$ cat src/rtl/fetch.sv
// fetch: LEGv8 instruction fetch stage with PC, single-outstanding imem read, IF/ID register and redirect flush
module fetch #(
  parameter int          N        = 64,
  parameter logic [N-1:0] RESET_PC = '0
) (
  input  logic         clk,
  input  logic         reset,
  output logic         imem_req_valid,
  input  logic         imem_req_ready,
  output logic [N-1:0] imem_addr,
  input  logic         imem_rsp_valid,
  input  logic [31:0]  imem_rsp_data,
  input  logic         redirect,
  input  logic [N-1:0] redirect_pc,
  input  logic         id_ready,
  output logic         id_valid,
  output logic [31:0]  id_instr,
  output logic [N-1:0] id_pc,
  output logic [10:0]  id_op
);
  localparam logic [1:0] REQ  = 2'd0;
  localparam logic [1:0] WAIT = 2'd1;
  localparam logic [1:0] HOLD = 2'd2;

  logic [1:0]   state;
  logic [N-1:0] pc;
  logic [N-1:0] req_pc;
  logic         drop;
  logic         hold_valid;
  logic [31:0]  hold_instr;
  logic [N-1:0] hold_pc;
  logic         slot_free;
  logic         rsp_in_wait;

  assign imem_req_valid = reset && state == REQ && !redirect;
  assign imem_addr      = pc;
  assign id_op          = id_instr[31:21];
  assign slot_free      = !id_valid || id_ready;
  assign rsp_in_wait    = state == WAIT && imem_rsp_valid;

  // FSM, PC, IF/ID and hold buffer; redirect overrides every normal transition
  always_ff @(posedge clk or negedge reset) begin
    if (!reset) begin
      state      <= REQ;
      pc         <= RESET_PC;
      req_pc     <= '0;
      drop       <= 1'b0;
      id_valid   <= 1'b0;
      id_instr   <= '0;
      id_pc      <= '0;
      hold_valid <= 1'b0;
      hold_instr <= '0;
      hold_pc    <= '0;
    end else if (redirect) begin
      pc         <= redirect_pc & ~N'(3);
      id_valid   <= 1'b0;
      hold_valid <= 1'b0;
      drop       <= state == WAIT && !imem_rsp_valid;
      state      <= (state == WAIT && !imem_rsp_valid) ? WAIT : REQ;
    end else begin
      if (id_valid && id_ready) id_valid <= 1'b0;
      case (state)
        REQ: if (imem_req_valid && imem_req_ready) begin
          req_pc <= pc;
          pc     <= pc + N'(4);
          state  <= WAIT;
        end
        WAIT: if (rsp_in_wait) begin
          if (drop) begin
            drop  <= 1'b0;
            state <= REQ;
          end else if (slot_free) begin
            id_instr <= imem_rsp_data;
            id_pc    <= req_pc;
            id_valid <= 1'b1;
            state    <= REQ;
          end else begin
            hold_instr <= imem_rsp_data;
            hold_pc    <= req_pc;
            hold_valid <= 1'b1;
            state      <= HOLD;
          end
        end
        HOLD: if (id_ready && hold_valid) begin
          id_instr   <= hold_instr;
          id_pc      <= hold_pc;
          id_valid   <= 1'b1;
          hold_valid <= 1'b0;
          state      <= REQ;
        end
        default: state <= REQ;
      endcase
    end
  end
endmodule

$ cat config.mk
export PLATFORM = sky130hd
export DESIGN_NAME = fetch
export DESIGN_NICKNAME = d
export VERILOG_FILES = /design/src/rtl/fetch.sv
export SDC_FILE = /design/constraint.sdc
export NUM_CORES = 1
export LEC_CHECK = 0
export CORE_ASPECT_RATIO = 1.4
export CORE_MARGIN = 2
export CORE_UTILIZATION = 45
export DETAILED_ROUTE_END_ITERATION = 7
export PLACE_DENSITY = 0.74
export SLEW_MARGIN = 15
export SYNTH_ARGS = -nofsm -noshare
export SYNTH_HDL_FRONTEND = slang
export SYNTH_SLANG_ARGS = --single-unit
$ cat constraint.sdc
create_clock -name clk -period 3.7 [get_ports clk]
set_clock_uncertainty 0.2 [all_clocks]
set_input_delay 0.74 -clock clk [delete_from_list [all_inputs] [get_ports clk]]
set_output_delay 0.74 -clock clk [all_outputs]
set_load 0.01 [all_outputs]
# --- Word-level counts from Yosys, hierarchy flattened ---
# Cells that the tools add are included.
word_totals:
  out_inout_bits: 173
  reg_bits: 325
  word_cells: 87
op_classes:
  reduce_logical: 25
  add_sub_neg: 1
  n_mux: 37
  bitwise: 3
  n_eq_ne: 11
op_table:
  columns: ["cell", "count"]
  rows:
  - ["64-bit 2-to-1 mux", 7]
  - ["32-bit 2-to-1 mux", 4]
  - ["64-bit case mux with 2 select lines", 1]
  - ["64-bit by 3-bit adder with 64-bit output, second input constant", 1]
  - ["32-bit case mux with 2 select lines", 1]
  - ["1-bit 2-to-1 mux", 15]
  - ["2-bit 2-to-1 mux", 6]
  - ["3-bit != test, second input constant", 4]
  - ["5-bit AND reduction", 2]
  - ["2-bit nonzero test", 5]
  - ["2-bit != test, second input constant", 4]
  - ["1-bit logical AND", 7]
  - ["2-bit case mux with 3 select lines", 1]
  - ["3-bit AND reduction", 2]
  - ["6-bit AND reduction", 1]
  - ["1-bit case mux with 2 select lines", 2]
  - ["2-bit AND reduction", 2]
  - ["1-bit logical NOT", 3]
  - ["3-bit by 2-bit != test with 1-bit output, second input constant", 1]
  - ["1-bit NOT", 3]
  - ["3-bit nonzero test", 1]
  - ["2-bit by 1-bit == test with 1-bit output, second input constant", 1]
  - ["2-bit == test, second input constant", 1]
  - ["2-bit logical NOT", 1]
  - ["1-bit logical OR", 1]

# --- Depth between registers and ports, before layout ---
depth:
  word_depth: 7
  depth_mapped: 9

# --- Worst setup path after synthesis ---
# No wires, ideal clock.
synth_timing:
  path_type: "input to register"
  start: "input port id_ready"
  end: "register id_instr[0]"
  n_path_buf: 2
  t_required_ns: 3.375
  setup_ns: 0.125
  path_stages: 6
  t_arrival_ns: 2.310
  slack_ns: 1.065
  cell_sequence: "nand2_1 -> a21o_1 -> nor3_1 -> clkbuf_1 -> clkbuf_1 -> mux2_2"
synth_between:
  elab_chain_cells: 3
  word_cells_on_any_way: 5
synth_rtl:
  columns: ["item", "line_no", "text"]
  rows:
  - ["from (decl)", "15", "input logic id_ready,"]
  - ["1-bit logical AND / 1-bit logical OR (equally long branches)", "84, 38", null]
  - ["2-bit != test (no source line)", null, null]
  - ["6-bit AND reduction (no source line) (*)", null, null]
  - ["to (signal assigned)", "73", "id_instr <= imem_rsp_data;"]
  - ["to (signal assigned)", "85", "id_instr <= hold_instr;"]
  - ["to (decl)", "17", "output logic [31:0] id_instr,"]
# Every way passes the cells marked *; elsewhere a longest branch is shown, timed or not.
# A chain may end at the register's enable or synchronous reset.

# --- Worst setup path after layout ---
layout_timing:
  start: "input port reset"
  end: "output port imem_req_valid"
layout_between:
  elab_chain_cells: 2
layout_rtl:
  columns: ["item", "line_no", "text"]
  rows:
  - ["from (decl)", "7", "input logic reset,"]
  - ["1-bit logical AND (2 in a row)", "35", "assign imem_req_valid = reset && state == REQ && !redirect;"]
  - ["to (decl)", "8", "output logic imem_req_valid,"]
# No other way between the ends.

==> metrics.yaml <==
status: "complete, no violations"
drt-pass1-iter-count: 6
postCtsSetupRepairBufs: 0
syn_to_final_growth_pct: 28.60
period_needed_ns: 3.316
synth_flop_cell: "dfrtp_1"
fin_cells: 2020
synth_enable_flop_cells: 0
synth-seq-cells: 317
cts.sinks: 317
grt_pass1_vias: 11270
crit_required_ns: 2.76
slew_viol_final: 0
num-fill-cells: 2735
syn_area_mm2: 0.01479
cts.clk_slew.worst_paths_ns: 0.06
grt_pass1_wl_mm: 61.91
muxShareOfSynthArea: 0.2181
critPathArrivalTime_ns: 2.38
via_per_inst: 5.560
final.period_utilization: 0.8963
initial_core_util: 0.4565
gp_congestion: 0.8995
fin_setup_tns_ns: 0
synth.distinct_cells: 49
num-nets-final: 1662
rr_worst_depth: 6
num_io_pins: 275
grt_max_degree: 168
fin_ws_ns: 0.3838
place_inst: 1962
pre_cts_ws_ns: 0.6556
numCtsBuffers: 31
holdPathStages: 2
maxSlewHeadroom: 0.3562
yosysMostFrequentCell: "dfrtp_1"
p_leak_nw: 8.384
io_buffers: 268
synth_adder_area_share: 0.003384
cts_tree: "built"
synth_common_cells: "dfrtp_1 (317), mux2_2 (282), nand2_1 (259), clkbuf_1 (56), o21ai_0 (46)"
die-height_um: 218.5
clk_latency_ns: 0.57
critPathLaunchType: "input pin"
post-synth-top-area-fraction: 0.5363
tightestPinTransition_ns: 0.9622
dpl_cell_area_mm2: 0.01793
critPathKind: "input pin to output pin"
dp_hpwl_mm: 27.71
fin_area_mm2: 0.01902
cts_root_buffer: "clkbuf_16"
power.density_mw_per_mm2: 587.7
whs_ns: 0.2876
yosysTopAreaCell: "dfrtp_1"
avgSynthCellArea_um2: 11.23
wl_per_cell_um: 19.74
die_area_mm2: 0.03436
yosysWarnings: 0
via_count: 11230
core_mm2: 0.03240
p_seq_frac: 0.434
drt_iter0_drc: 933
grt_setup_unrepaired: "false"
maxCapViolations: 0
num_rows: 78
grt_use_total: 0.2302
hp-class: "input pin to flop"
cp-end-kind: "output pin"
drc: 0
syn_inst: 1317
intPower_mw: 8.094
synth_async_sr_flop_share: 1.000
p_switching_mw: 3.085
synth_top_family_by_area: "multiplexers"
setup_viol: 0
routed_wl_mm: 39.87
synth_compound_area_frac: 0.05126
p_sw_frac: 0.2760
hold_viol_final: 0
htree_levels: 1
ant_nets: 0
grt_overflow: 0
seq_area_frac_synth: 0.5363
grt_antenna_before_repair: 2
yosys-top-cells-area: "dfrtp_1 (54%), mux2_2 (21%), nand2_1 (6.6%)"
fmax_mhz: 301.6
synth-simple-area-share: 0.1493
synth_xor_area_frac: 0.01184
die_w_um: 157.2
clkPwrFrac: 0.301
cts.path.max_buffers: 3
comb_power_share: 0.265
path_max_fanout: 26
ir_worst_vdd_mv: 0.3315
drive_above_1_share: 0.2332
-- flip-flops by register name, summed over array words and instances, names as in the netlist, 2 cells and up --
signal      count
id_instr       32
req_pc         62
hold_pc        62
hold_instr     32
imem_addr      62
state           2
id_pc          62
-- per-stage QoR --
step                utilization  power, mW
finish                   0.5871      11.18
global route             0.5871      11.72
CTS                      0.5869      11.30
detailed placement       0.5535      7.916
global placement         0.5535      7.829
floorplan                     -      6.162
-- layout make-up --
| class | instances | area, um2 | share of cell area |
|---|---|---|---|
| Multi-Input combinational cell | 904 | 6480 | 0.3407 |
| Sequential cell | 317 | 7933 | 0.4170 |
| Inverter | 9 | 33.78 | 0.001776 |
| Clock inverter | 14 | 229.0 | 0.01204 |
| Antenna cell | 2 | 5.005 | 0.0002631 |
| Tap cell | 440 | 550.5 | 0.02894 |
| Timing Repair Buffer | 293 | 2948 | 0.1550 |
| Clock buffer | 41 | 843.3 | 0.04433 |
-- cells by family after synthesis --
| logic type | after synthesis |
|---|---|
| other cells | 1 |
| mux | 287 |
| flops | 317 |
| buf+inv | 99 |
| xor+xnor | 20 |
| compound gates | 119 |
| simple gates | 470 |
| fa+ha+maj | 4 |
-- layout by cell type (no fill, tap or decap), types with 7 or more instances in the layout --
master and n:
a21oi_1 14, a31oi_1 14, and3_1 10, and4_1 12, buf_4 18, clkbuf_1 7, clkbuf_16 31, clkdlybuf4s50_1 266
dfrtp_1 317, inv_1 9, mux2_2 282, nand2_1 259, nand3_1 37, nand4_1 36, nor2_1 37, nor2b_1 8
nor3_1 14, nor4_1 17, o21ai_0 46, o31ai_1 8, or3_1 8, or4_1 11, xnor2_1 14
-- power groups by stage --
stage | sequential [mW] | combinational, mW | clock, mW
floorplan | 5.03 | 1.14 | 0
global placement | 4.88 | 2.95 | 0
detailed placement | 4.92 | 3.00 | 0
CTS | 4.86 | 3.01 | 3.43
global route | 4.97 | 3.18 | 3.56
finish | 4.85 | 2.96 | 3.36
-- critical path, stage by stage --
cell	delay, ns
dlygate4sd3_1	0.57
buf_8	0.23
nand2_1	0.12
nor2_1	0.10
clkdlybuf4s50_1	0.60
-- per-layer routing --
| metal | up-vias | GRT usage | wire (um) |
|---|---|---|---|
| met5 | - | 0 | 0 |
| met4 | 0 | 0.09697 | 1457 |
| met2 | 379 | 0.3894 | 20080 |
| met1 | 5620 | 0.2980 | 16140 |
| met3 | 81 | 0.02816 | 2186 |
| li1 | 5152 | - | - |
-- path summary, 6_finish.rpt --
path	from	to	slack [ns]
setup / recovery	reset	imem_req_valid	0.38
hold reg to reg	req_pc[11]$_DFFE_PN0P_	req_pc[11]$_DFFE_PN0P_	0.30
max in group asynchronous	reset	id_pc[60]$_DFFE_PN0P_	1.16
min in group asynchronous	reset	req_pc[31]$_DFFE_PN0P_	0.41
setup reg to reg	imem_addr[3]$_DFFE_PN0P_	imem_addr[60]$_DFFE_PN0P_	0.70
hold / removal	redirect	id_valid$_DFF_PN0_	0.29
-- timing repair --
action | CTS | global route
gates resized for setup | 0 | 0
endpoints found under the hold margin | 20 | 0
hold buffers | 1 | 0
Power figures use the tool's default switching activity.
